--- src/rtl/tmds_timing_recover.sv ---
// tmds_timing_recover: rebuilds H/V timing, active window, pixel/line counts and segment index from decoded TMDS syncs.
// Define TIMING_MEASURE_EN to build the line-period / frame-length capture registers (meas_htotal, meas_vtotal).
module tmds_timing_recover #(
  parameter int CW          = 11,
  parameter int IW          = 12,
  parameter int H_TOTAL     = 1650,
  parameter int H_ACT_START = 220,
  parameter int H_ACT_LEN   = 1280,
  parameter int V_ACT_START = 21,
  parameter int V_ACT_LEN   = 720,
  parameter int HS_QUAL     = 40,
  parameter int SEG_LEN     = 640,
  parameter int LOCK_LINES  = 4
) (
  input  logic          rx0_pclk,
  input  logic          rstbtn_n,
  input  logic          rx0_hsync,
  input  logic          rx0_vsync,
  output logic          video_en,
  output logic [CW-1:0] hcounter,
  output logic [CW-1:0] vcounter,
  output logic [CW-1:0] video_hcnt,
  output logic [CW-1:0] video_vcnt,
  output logic [IW-1:0] index,
  output logic          locked,
  output logic [15:0]   meas_htotal,
  output logic [CW-1:0] meas_vtotal
);

  localparam int QW   = $clog2(HS_QUAL + 1);
  localparam int LW   = 16;
  localparam int MW   = $clog2(LOCK_LINES + 1);
  localparam int NSEG = H_ACT_LEN / SEG_LEN;

  localparam logic [CW-1:0] H_LAST  = CW'(H_TOTAL - 1);
  localparam logic [CW-1:0] H_ON    = CW'(H_ACT_START);
  localparam logic [CW-1:0] H_OFF   = CW'(H_ACT_START + H_ACT_LEN);
  localparam logic [CW-1:0] V_ON    = CW'(V_ACT_START);
  localparam logic [CW-1:0] V_OFF   = CW'(V_ACT_START + V_ACT_LEN);
  localparam logic [QW-1:0] Q_FIRE  = QW'(HS_QUAL - 1);
  localparam logic [QW-1:0] Q_MAX   = QW'(HS_QUAL);
  localparam logic [LW-1:0] LEN_MAX = LW'(2 * H_TOTAL);
  localparam logic [LW-1:0] LEN_OK  = LW'(H_TOTAL - 1);
  localparam logic [MW-1:0] M_LAST  = MW'(LOCK_LINES - 1);

  typedef enum logic [1:0] {
    SEARCH = 2'd0,
    TRACK  = 2'd1,
    LOCKED = 2'd2
  } lock_state_t;

  logic              vs_d;
  logic              vs_rise;
  logic [QW-1:0]     hs_run;
  logic              hs_q;
  logic              hactive;
  logic              vactive;
  logic [LW-1:0]     llen;
  logic              llen_to;
  logic              period_ok;
  logic [MW-1:0]     mcnt;
  lock_state_t       state;

  function automatic logic [QW-1:0] run_sat_inc(input logic [QW-1:0] v);
    return (v == Q_MAX) ? v : v + QW'(1);
  endfunction

  function automatic logic [LW-1:0] len_sat_inc(input logic [LW-1:0] v);
    return (v == LEN_MAX) ? v : v + LW'(1);
  endfunction

  function automatic logic seg_start(input logic [CW-1:0] hc);
    logic hit;
    hit = 1'b0;
    for (int k = 0; k < NSEG; k++) begin
      if (hc == CW'(H_ACT_START + k * SEG_LEN)) hit = 1'b1;
    end
    return hit;
  endfunction

  // A qualified hsync fires once, on the HS_QUAL-th consecutive high cycle; shorter pulses never reach it.
  assign vs_rise   = rx0_vsync & ~vs_d;
  assign hs_q      = rx0_hsync && (hs_run == Q_FIRE);
  assign video_en  = hactive & vactive;
  assign llen_to   = (llen == LEN_MAX);
  assign period_ok = (llen == LEN_OK);

  always_ff @(posedge rx0_pclk or negedge rstbtn_n) begin
    if (!rstbtn_n) begin
      vs_d       <= 1'b0;
      hs_run     <= '0;
      llen       <= '0;
      hcounter   <= '0;
      vcounter   <= '0;
      hactive    <= 1'b0;
      vactive    <= 1'b0;
      video_hcnt <= '0;
      video_vcnt <= '0;
      index      <= '0;
    end else begin
      vs_d   <= rx0_vsync;
      hs_run <= rx0_hsync ? run_sat_inc(hs_run) : '0;
      llen   <= hs_q ? '0 : len_sat_inc(llen);

      if (hs_q || (hcounter == H_LAST)) hcounter <= '0;
      else                              hcounter <= hcounter + CW'(1);

      if (vs_rise)   vcounter <= '0;
      else if (hs_q) vcounter <= vcounter + CW'(1);

      if (hcounter == H_ON)       hactive <= 1'b1;
      else if (hcounter == H_OFF) hactive <= 1'b0;

      if (vcounter == V_ON)       vactive <= 1'b1;
      else if (vcounter == V_OFF) vactive <= 1'b0;

      video_hcnt <= video_en ? video_hcnt + CW'(1) : '0;

      if (!vactive)  video_vcnt <= '0;
      else if (hs_q) video_vcnt <= video_vcnt + CW'(1);

      if (vs_rise)                               index <= '0;
      else if (vactive && seg_start(hcounter))   index <= index + IW'(1);
    end
  end

  // Missing hsync (llen saturated) always drops back to SEARCH, ahead of any hs_q in the same cycle.
  always_ff @(posedge rx0_pclk or negedge rstbtn_n) begin
    if (!rstbtn_n) begin
      state  <= SEARCH;
      mcnt   <= '0;
      locked <= 1'b0;
    end else begin
      case (state)
        SEARCH: begin
          if (hs_q) begin
            state <= TRACK;
            mcnt  <= '0;
          end
        end
        TRACK: begin
          if (llen_to) begin
            state <= SEARCH;
            mcnt  <= '0;
          end else if (hs_q) begin
            if (!period_ok) begin
              mcnt <= '0;
            end else if (mcnt == M_LAST) begin
              state  <= LOCKED;
              mcnt   <= '0;
              locked <= 1'b1;
            end else begin
              mcnt <= mcnt + MW'(1);
            end
          end
        end
        LOCKED: begin
          if (llen_to) begin
            state  <= SEARCH;
            mcnt   <= '0;
            locked <= 1'b0;
          end else if (hs_q && !period_ok) begin
            state  <= TRACK;
            mcnt   <= '0;
            locked <= 1'b0;
          end
        end
        default: begin
          state  <= SEARCH;
          mcnt   <= '0;
          locked <= 1'b0;
        end
      endcase
    end
  end

`ifdef TIMING_MEASURE_EN
  always_ff @(posedge rx0_pclk or negedge rstbtn_n) begin
    if (!rstbtn_n) begin
      meas_htotal <= '0;
      meas_vtotal <= '0;
    end else begin
      if (hs_q)    meas_htotal <= llen + 16'd1;
      if (vs_rise) meas_vtotal <= vcounter + CW'(1);
    end
  end
`else
  assign meas_htotal = '0;
  assign meas_vtotal = '0;
`endif

endmodule

--- config.mk ---
export PLATFORM = sky130hd
export DESIGN_NAME = tmds_timing_recover
export DESIGN_NICKNAME = d
export VERILOG_FILES = /design/src/rtl/tmds_timing_recover.sv
export SDC_FILE = /design/constraint.sdc
export NUM_CORES = 1
export LEC_CHECK = 0
export ABC_CLOCK_PERIOD_IN_PS = 2150
export BUFFER_PORTS_ARGS = -buffer_cell sky130_fd_sc_hd__buf_2
export CORE_ASPECT_RATIO = 0.9
export CORE_MARGIN = 1.5
export CORE_UTILIZATION = 56
export CTS_CLUSTER_SIZE = 14
export DETAILED_ROUTE_END_ITERATION = 10
export PLACE_DENSITY_LB_ADDON = 0.15
export SYNTH_ARGS = -nofsm -noshare
export SYNTH_HDL_FRONTEND = slang
export SYNTH_SLANG_ARGS = --single-unit
--- constraint.sdc ---
create_clock -name rx0_pclk -period 2.15 [get_ports rx0_pclk]
set_clock_uncertainty 0.05 [all_clocks]
set_input_delay 0.1075 -clock rx0_pclk [delete_from_list [all_inputs] [get_ports rx0_pclk]]
set_output_delay 0.1075 -clock rx0_pclk [all_outputs]
set_load 0.03 [all_outputs]
# Word level (Yosys, flattened, before mapping)
# Cells that the tools add are included.
# Widths: inputs -> output; s select.
# classes
addsub	8
eq_ne	25
mux	42
bitwise_logic	4
reduce_logical	13
# ops
op	n
$mux 11	6
$add 11x1->11 const B	4
$mux 16	2
$mux 12	2
$eq 11x10->1 const B	2
$eq 11x11->1 const B	2
$mux 3	7
$add 16x1->16 const B	1
$eq 16x11->1 const B	1
$eq 16x12->1 const B	1
$ne 2x2->1 const B	8
$mux 2	7
$mux 1	13
$add 12x1->12 const B	1
$eq 6x6->1 const B	2
$mux 6	2
$ne 3x3->1 const B	4
$eq 11x5->1 const B	1
$eq 11x8->1 const B	1
$pmux 3 s3	1
$reduce_bool 2->1	4
$add 6x1->6 const B	1
$pmux 2 s3	1
$reduce_and 6->1	1
13 further kinds	17
# totals
ff_bits	87
out_inout_bits	85

# Depth between registers and ports, before layout
# Gate-level depths: netlist of run 1.
# logic_depth
word_depth	7
ltp_mapped	8

# Least setup slack after synthesis of run 1
# No wires, ideal clock.
# synth_path
path_type	register to register
from	register hcounter[8]
to	register hcounter[0]
arrival_ns	1.727
required_time_ns	1.963
path_slack_ns	0.236
path_stages_with_launch	5
period_less_slack_ns	1.914
path_cell_list	dfrtp_1 -> or4b_2 -> o41ai_2 -> buf_2 -> nor2_1
# synth_via
elab_chain_len	3
# synth_lines
element	line	rtl
start, declared	20	output logic [CW-1:0] hcounter,
start signal, assigned	106	else hcounter <= hcounter + CW'(1);
$eq 11x11->1	105	if (hs_q || (hcounter == H_LAST)) hcounter <= '0;
$logic_or 1x1->1	105	
$mux 11	105	
# Every way passes these cells.
# A chain may end at the register's enable or synchronous reset.

# Worst setup path in the final report of run 1
# layout_path
from	register llen[3]
to	register state[0]
# layout_via
elab_chain_len	5
elab_cells_between_ends	12
classes_between	6 x eq/ne; 3 x mux; 3 x reduce/logical
# layout_lines
element	line	rtl
start, declared	58	logic [LW-1:0] llen;
start signal, assigned	103	llen <= hs_q ? '0 : len_sat_inc(llen);
$eq 16x11->1	86	assign period_ok = (llen == LEN_OK);
$logic_not 1->1	162	end else if (hs_q && !period_ok) begin
$logic_and 1x1->1	162	
$ne 3x3->1 (no source line)	-	
$reduce_and 5->1 (no source line)	-	
end signal, assigned	159	state <= SEARCH;
end signal, assigned	163	state <= TRACK;
end signal, assigned	169	state <= SEARCH;
end, declared	62	lock_state_t state;
# Several ways; a longest one is shown, not always the timed one.

==> reports/metrics.cfg, run 1 <==
[pwr]
power_uw = 3000
ir_worst_vdd_mv = 0.3769
powerDensity_nw_per_um2 = 569.8
power.leakage_uw = 0.002699

[clocking]
cts_setup_buffers = 0
clk_pin_slew_ps = 90
cts_buffer_depth = 2
cts-resized-gates = 0
htree_num_levels = 3
clkLatencyLatePin_ps = 350
numCtsBuffers = 9
cts_tree = done
root_buffer = clkbuf_8
numClockSinks = 87

[grt]
antenna_found_initial = 0
grt_pass1_vias = 3285
grt_pass1_wl_mm = 15.73
grt_max_degree = 40
grtUsageTotal = 0.2184
globalRouteOverflowTotal = 0

[sta]
finalSetupViolations = 0
slew_headroom = 0.6375
worst_pin_slew_ps = 536.2
fmax_mhz = 510.3
report.final.slew_viol_count = 0
rsz0062_at_grt = false
finalCriticalPeriod_ps = 1959
finalHoldViolCount = 0
min_period_over_period = 0.9114
fin_tns_setup_ps = 0

[floorplan]
die_h_um = 89.71
die_w_um = 99.35
num_rows = 31
ios = 89
initial_core_util = 0.5799
die_area_um2 = 8912
coreArea_um2 = 8068

[synthesis]
synth_top_family_by_area = simple AND/OR/NAND/NOR gates
async_reset_ff_frac = 1.000
synthesis.instances = 476
yosysTopAreaCell = dfrtp_1
synth_top_area_frac = 0.4654
synth-simple-area-share = 0.2509
synthXorXnorAreaFrac = 0.1123
synthDistinctLibCells = 51
synth_edf_count = 0
synthAdderAreaFrac = 0.03744
synth_mux_area_frac = 0.006419
yosys_register_bits = 87
seq_area_frac_synth = 0.4654
syn_area_um2 = 4678
postSynthAreaPerCell_um2 = 9.828
yosysWarnings = 0
synth-compound-area-share = 0.05403
synth_most_common_cell = dfrtp_1
synthTopCellsByArea = dfrtp_1, xnor2_1, xor2_1
synth_common_cells = dfrtp_1, nor2_1, nand3_1, xnor2_1, xor2_1
synth_ff_type = dfrtp_1

[finish]
drive_above_1_share = 0.1700
fin_cells = 652
n_antenna_cell = 0
design_area_um2 = 5265
final_nets = 566
syn2layout_area_growth_pct = 12.54
utilization = 0.6526

[worst_setup_path]
critPathCaptureType = flip-flop
cp-start-kind = flip-flop
reg2reg_setup_slack_ps = 190
worst-path-max-fanout = 13
critical_path_class = flip-flop to flip-flop
worstPathRequired_ps = 2340
arrival_ps = 2150

[routing]
dr.pass1.iters = 5
via_count = 3488
post-route-drc-count = 0
drt-initial-drc-count = 158
vias_per_cell = 5.350
wirelength_mm = 9.097
ant_nets = 0
wire_per_inst_um = 13.95

[placed_design]
gp_congestion = 0.8374
hpwl_mm = 6.509
portBuffers = 61
placed_area_um2 = 5022
dp.cells = 633

[run]
drv_cap = 0

[status]
status = finished, final reports clean

[min_path]
min_path_type = input pin to asynchronous set/reset pin

-- flip-flops by register name, summed over array words and instances, names as in the netlist, 3 cells and up --
register / cells
index: 12
hcounter: 11
hs_run: 6
video_vcnt: 11
mcnt: 3
vcounter: 11
llen: 16
video_hcnt: 11
-- power breakdown --
part / internal (µW) / total, µW / switching [µW]
combinational: 22.1 / 133 / 111
sequential: 1640 / 1650 / 5.74
clock: 658 / 1220 / 564
-- cells in the final DEF (no fill, tap or decap), drive strengths merged, types with 14 or more instances in the layout --
cell / count
o21ai: 15
nor2: 69
and3: 22
xor2: 30
buf: 72
xnor2: 30
conb: 27
dfrtp: 87
ha: 14
inv: 17
nand3: 31
nand2: 25
-- per-stage QoR --
| step | hold WS [ps] | setup slack (ps) |
|---|---|---|
| floorplan | -238.1 | 236.0 |
| global placement | 74.24 | 236.4 |
| detailed placement | 71.75 | 203.5 |
| CTS | 237.7 | 190.3 |
| global route | 258.5 | 22.66 |
| finish | 219.0 | 190.5 |
-- repair_timing --
action                                 in CTS  in global routing
hold buffers                                3                  0
endpoints found under the hold margin      44                  0
setup endpoints to repair                   0                  0
-- final cells by class --
class	instances	area, µm²
Inverter	16	60.06
Sequential cell	87	2177
Multi-Input combinational cell	359	2258
Clock inverter	5	81.33
Clock buffer	11	131.4
Fill cell	704	2803
Timing Repair Buffer	75	432.9
Tap cell	99	123.9
-- per-layer routing --
| metal | GRT usage | vias to the layer above | share of wire |
|---|---|---|---|
| met2 | 0.3322 | 107 | 0.47 |
| met4 | 0.07277 | 0 | 0.014 |
| met3 | 0.04432 | 10 | 0.043 |
| li1 | - | 1694 | - |
| met1 | 0.3136 | 1677 | 0.47 |
| met5 | 0 | - | 0 |
-- critical path, cell delays in order, from the launching register on --
cell     delay [ps]
dfrtp_1         420
or4_4           570
nor4_4          210
buf_4           230
and2b_1         190
o21ai_1         110
nand2_1          60
-- cell families (layout without fill, tap and decap cells) --
group / Yosys count / count (layout)
other: 1 / 27
XOR/XNOR: 60 / 60
AND/OR/NAND/NOR: 216 / 216
multiplexers: 3 / 3
flip-flops: 87 / 87
adder cells (fa/ha/maj): 14 / 14
AO/OA/AOI/OAI: 39 / 39
buffers and inverters: 56 / 107
-- path summary, 6_finish.rpt --
path / start / endpoint / cells past startpoint
setup / recovery: llen[3] / state[0] / 6
hold / removal: rstbtn_n / mcnt[1] / 2
setup reg to reg: llen[3] / state[0] / 6
hold reg to reg: video_hcnt[0] / video_hcnt[0] / 1
max in group asynchronous: rstbtn_n / index[5] / 3
min in group rx0_pclk: rx0_vsync / vs_d / 2
No activity file was read; power rests on OpenSTA's default activity.
==> run 2: changes to the inputs <==
BUFFER_PORTS_ARGS = -buffer_cell sky130_fd_sc_hd__buf_4   (was -buffer_cell sky130_fd_sc_hd__buf_2)
==> reports/metrics.cfg, run 2 (same netlist as run 1, synthesis figures left out) <==
[sta]
finalSetupViolations = 0
finalHoldViolCount = 0
slew_headroom = 0.6154
fmax_mhz = 504.9
fin_tns_setup_ps = 0
rsz0062_at_grt = false
worst_pin_slew_ps = 569.2
finalCriticalPeriod_ps = 1980
min_period_over_period = 0.9211
report.final.slew_viol_count = 0

[clocking]
numCtsBuffers = 9
root_buffer = clkbuf_8
htree_num_levels = 3
numClockSinks = 87
cts_tree = done
cts_buffer_depth = 2
clkLatencyLatePin_ps = 350
clk_pin_slew_ps = 80
cts_setup_buffers = 0

[pwr]
intPower_uw = 2255
p_switching_uw = 668.9
p_clk_frac = 0.392
powerDensity_nw_per_um2 = 542.3
sw_frac_of_total = 0.2288
power.leakage_uw = 0.002685
p_comb_frac = 0.045
ir_worst_vdd_mv = 0.3687
power_frac_seq = 0.563

[floorplan]
initial_core_util = 0.5799
die_area_um2 = 8912
num_rows = 31
die_h_um = 89.71
coreArea_um2 = 8068
die_w_um = 99.35
ios = 89

[routing]
ant_nets = 0
dr.pass1.iters = 5
wl_met1_mm = 4.267
met3WireLength_um = 411
drt-initial-drc-count = 143
met2_length_mm = 4.325
post-route-drc-count = 0
routed.top_layer = met4
via_count = 3459
vias_per_cell = 5.330
wirelength_mm = 9.067
wire_per_inst_um = 13.97

[worst_setup_path]
cp-start-kind = flip-flop
reg2reg_depth = 7
cpPeakStageDelay_ps = 400
worst-path-max-fanout = 23
reg2reg_to = video_vcnt[2]
r2r-start = hs_run[0]
arrival_ps = 2180
cp_top_family = simple AND/OR/NAND/NOR gates
reg2reg_setup_slack_ps = 170
crit_top_cell = and2_1
worstPathCellList = ha_1, and4b_4, and2_1, buf_4, nand2_1, xnor2_1, and2_1
critPathCaptureType = flip-flop
timing.critical_path.from = hs_run[0]
worstPathRequired_ps = 2350
critical_path_class = flip-flop to flip-flop
worst-path-buf-inv = 1
cp_slowest_cell = dfrtp_1

[placed_design]
portBuffers = 61
gp_congestion = 0.8428
placed_area_um2 = 5157
hpwl_mm = 6.492

[finish]
final_nets = 564
drive_above_1_share = 0.1691
top_register = llen
design_area_um2 = 5391
multiInputGateArea_um2 = 2265
largest_reg_flops = 16
layout_commonest_cell = dfrtp_1
top_regs = llen x16, index x12
n_antenna_cell = 0
seqCellArea_um2 = 2177
layout_common_cells = dfrtp_1, nor2_1, buf_4, nand3_1
syn2layout_area_growth_pct = 15.24
fillers = 641

[grt]
antenna_found_initial = 0
grt_pass1_wl_mm = 15.92
grt_max_degree = 69
grtUsageTotal = 0.2200
grt_pass1_vias = 3355
globalRouteOverflowTotal = 0

[run]
drv_cap = 0

[min_path]
min_path_type = input pin to asynchronous set/reset pin

[status]
status = finished, final reports clean

-- run 2: repair_timing --
item / 4_1_cts / 5_1_grt
resized for setup: 0 / 1
hold buffers: 3 / 0
setup endpoints to repair: 0 / 1
endpoints found under the hold margin: 94 / 0
-- run 2: worst max-delay path by stage --
stage          slack [ps]            end  cells past startpoint
6_report              170  video_vcnt[2]                      7
5_1_grt                40  video_vcnt[2]                      7
2_1_floorplan         240    hcounter[0]                      4
4_1_cts               160  video_vcnt[2]                      7
3_5_place_dp          180  video_vcnt[2]                      7
3_3_place_gp          240       state[0]                      6
-- run 2: worst reg2reg max path: stages, from the launching register on --
cell     delay [ps]
dfrtp_1         400
ha_1            240
and4b_4         290
and2_1          230
buf_4           300
nand2_1         100
xnor2_1         120
and2_1          150
-- run 2: routing by layer --
| layer | up-vias | GRT usage |
|---|---|---|
| met5 | - | 0 |
| met4 | 0 | 0.05634 |
| met1 | 1672 | 0.3045 |
| met3 | 6 | 0.04666 |
| met2 | 96 | 0.3545 |
| li1 | 1685 | - |
-- run 2: through the flow --
step           total power (µW)  setup slack (ps)  std cells    util  hold WS, ps
2_1_floorplan              1796             236.0        502       -       -238.1
3_3_place_gp               1807             244.9        631  0.6393       -40.60
3_5_place_dp               1808             179.6        631  0.6393       -36.68
4_1_cts                    2964             164.1        649  0.6675        125.3
5_1_grt                    3053             39.65        649  0.6683        146.3
6_report                   2924             169.6        649  0.6683        129.4
-- run 2: power groups by stage --
stage | clock (µW) | sequential [µW] | combinational, µW
3_3_place_gp | 0 | 1680 | 129
5_1_grt | 1260 | 1650 | 147
4_1_cts | 1180 | 1650 | 135
2_1_floorplan | 0 | 1680 | 119
3_5_place_dp | 0 | 1680 | 130
6_report | 1150 | 1650 | 133
-- run 2: area by class of cell --
| cell class | count | share of cell area |
|---|---|---|
| well taps | 99 | 0.02298 |
| repair buffers | 73 | 0.1054 |
| clock buffers | 12 | 0.02878 |
| inverters | 16 | 0.01114 |
| flip-flops and latches | 87 | 0.4038 |
| clock inverters | 3 | 0.007890 |
| multi-input cells | 359 | 0.4201 |
==> run 3: changes to the inputs <==
ABC_CLOCK_PERIOD_IN_PS = 2500   (was 2150)
BUFFER_PORTS_ARGS = -buffer_cell sky130_fd_sc_hd__buf_2   (was -buffer_cell sky130_fd_sc_hd__buf_4)
CORE_UTILIZATION = 60   (was 56)
clock period = 2.5 ns   (was 2.15 ns; I/O delays follow)
==> reports/metrics.cfg, run 3 (same netlist as run 1, synthesis figures left out) <==
[floorplan]
die_area_um2 = 8336
ios = 89
initial_core_util = 0.6201
die_w_um = 96.08
num_rows = 30
coreArea_um2 = 7545
die_h_um = 86.77

[min_path]
min_path_type = input pin to asynchronous set/reset pin

[finish]
top_register = llen
syn2layout_area_growth_pct = 11.53
final_nets = 565
drive_above_1_share = 0.1685
top_regs = llen x16, index x12
layout_commonest_cell = dfrtp_1
n_antenna_cell = 0
fin_cells = 648
largest_reg_flops = 16
layout_common_cells = dfrtp_1, nor2_1, buf_2, nand3_1

[placed_design]
place_ws_ps = 518.0
hpwl_mm = 6.416
gp_congestion = 0.8425
portBuffers = 61
dp.cells = 629

[grt]
globalRouteOverflowTotal = 0
grt_max_degree = 47
grtUsageTotal = 0.2358
antenna_found_initial = 0
grt_pass1_vias = 3346
grt_pass1_wl_mm = 15.28

[sta]
finalCriticalPeriod_ps = 2008
slew_headroom = 0.6028
report.final.slew_viol_count = 0
setup_ws_ps = 491.9
fin_tns_setup_ps = 0
finalHoldViolCount = 0
rsz0062_at_grt = false
fin_hold_ws_ps = 265.6
worst_pin_slew_ps = 595.8
min_period_over_period = 0.8032
finalSetupViolations = 0
fmax_mhz = 498.0

[pwr]
p_switching_uw = 579.6
ir_worst_vdd_mv = 0.3115
intPower_uw = 1842
power_frac_seq = 0.585
power.leakage_uw = 0.002680
p_comb_frac = 0.046
sw_frac_of_total = 0.2394
power_uw = 2421
p_clk_frac = 0.369
powerDensity_nw_per_um2 = 464.1

[routing]
ant_nets = 0
dr.pass1.iters = 4
vias_per_cell = 5.389
via_count = 3492
post-route-drc-count = 0
drt-initial-drc-count = 158
wirelength_mm = 8.937
wire_per_inst_um = 13.79

[worst_setup_path]
arrival_ps = 2190
r2r-start = hs_run[0]
reg2reg_setup_slack_ps = 490
critPathCaptureType = flip-flop
cp_slowest_cell = dfrtp_1
timing.critical_path.from = hs_run[0]
cp-start-kind = flip-flop
reg2reg_to = mcnt[0]
reg2reg_depth = 7
cp_top_family = simple AND/OR/NAND/NOR gates
cpPeakStageDelay_ps = 400
critical_path_class = flip-flop to flip-flop
worst-path-max-fanout = 21
worstPathRequired_ps = 2680
worst-path-buf-inv = 1
worstPathCellList = ha_1, and4b_4, and2_1, buf_4, a211oi_2, o21ai_0, o21ai_1

[clocking]
numCtsBuffers = 9
cts-resized-gates = 0
cts_tree = done
htree_num_levels = 3
numClockSinks = 87
cts_setup_buffers = 0
clk_pin_slew_ps = 80
cts_buffer_depth = 2
root_buffer = clkbuf_8
clkLatencyLatePin_ps = 350

[status]
status = finished, final reports clean

[run]
drv_cap = 0

-- run 3: changes by cell type in the layout (fill, tap and decap cells not counted) --
| cell | previous run | this run |
|---|---|---|
| clkinv_2 | 1 | 2 |
| clkbuf_1 | 1 | 2 |
| buf_4 | 69 | 10 |
| nor4b_1 | 0 | 1 |
| buf_2 | 0 | 60 |
| nor4b_2 | 1 | 0 |
| bufinv_16 | 1 | 0 |
-- run 3: repair_timing --
action | 4_1_cts | 5_1_grt
hold endpoints to repair | 47 | 0
hold buffers | 3 | 0
setup endpoints to repair | 0 | 0
-- run 3: power groups by stage --
stage          clock [µW]  combinational (µW)  sequential, µW
6_report              893                 112            1420
5_1_grt               969                 126            1420
4_1_cts               913                 115            1420
3_5_place_dp            0                 111            1440
3_3_place_gp            0                 111            1440
2_1_floorplan           0                 102            1440
-- run 3: layout make-up --
class / count / area [µm²]
fillers: 613 / 2327
multi-input cells: 359 / 2258
flip-flops and latches: 87 / 2177
repair buffers: 74 / 425.4
clock buffers: 13 / 158.9
well taps: 96 / 120.1
inverters: 16 / 60.06
clock inverters: 3 / 17.52
-- run 3: how the worst max path moves through the flow --
stage / to / slack [ps] / cells past startpoint
after floorplan: hcounter[0] / 590 / 4
after global placement: state[0] / 580 / 6
after detailed placement: mcnt[0] / 520 / 7
after CTS: mcnt[0] / 500 / 7
after global routing: mcnt[1] / 300 / 7
final: mcnt[0] / 490 / 7
-- run 3: stage by stage --
step | area [µm²] | util
after floorplan | 4776 | -
after global placement | 5011 | 0.6642
after detailed placement | 5011 | 0.6642
after CTS | 5218 | 0.6915
after global routing | 5218 | 0.6915
final | 5218 | 0.6915
-- run 3: layer usage --
metal  GRT usage  vias to the layer above  routed length, µm
met2      0.3643                       94               4163
met5           0                        -                  0
li1            -                     1694                  -
met4     0.08021                        0                126
met1      0.3263                     1691               4149
met3     0.05526                       13                497
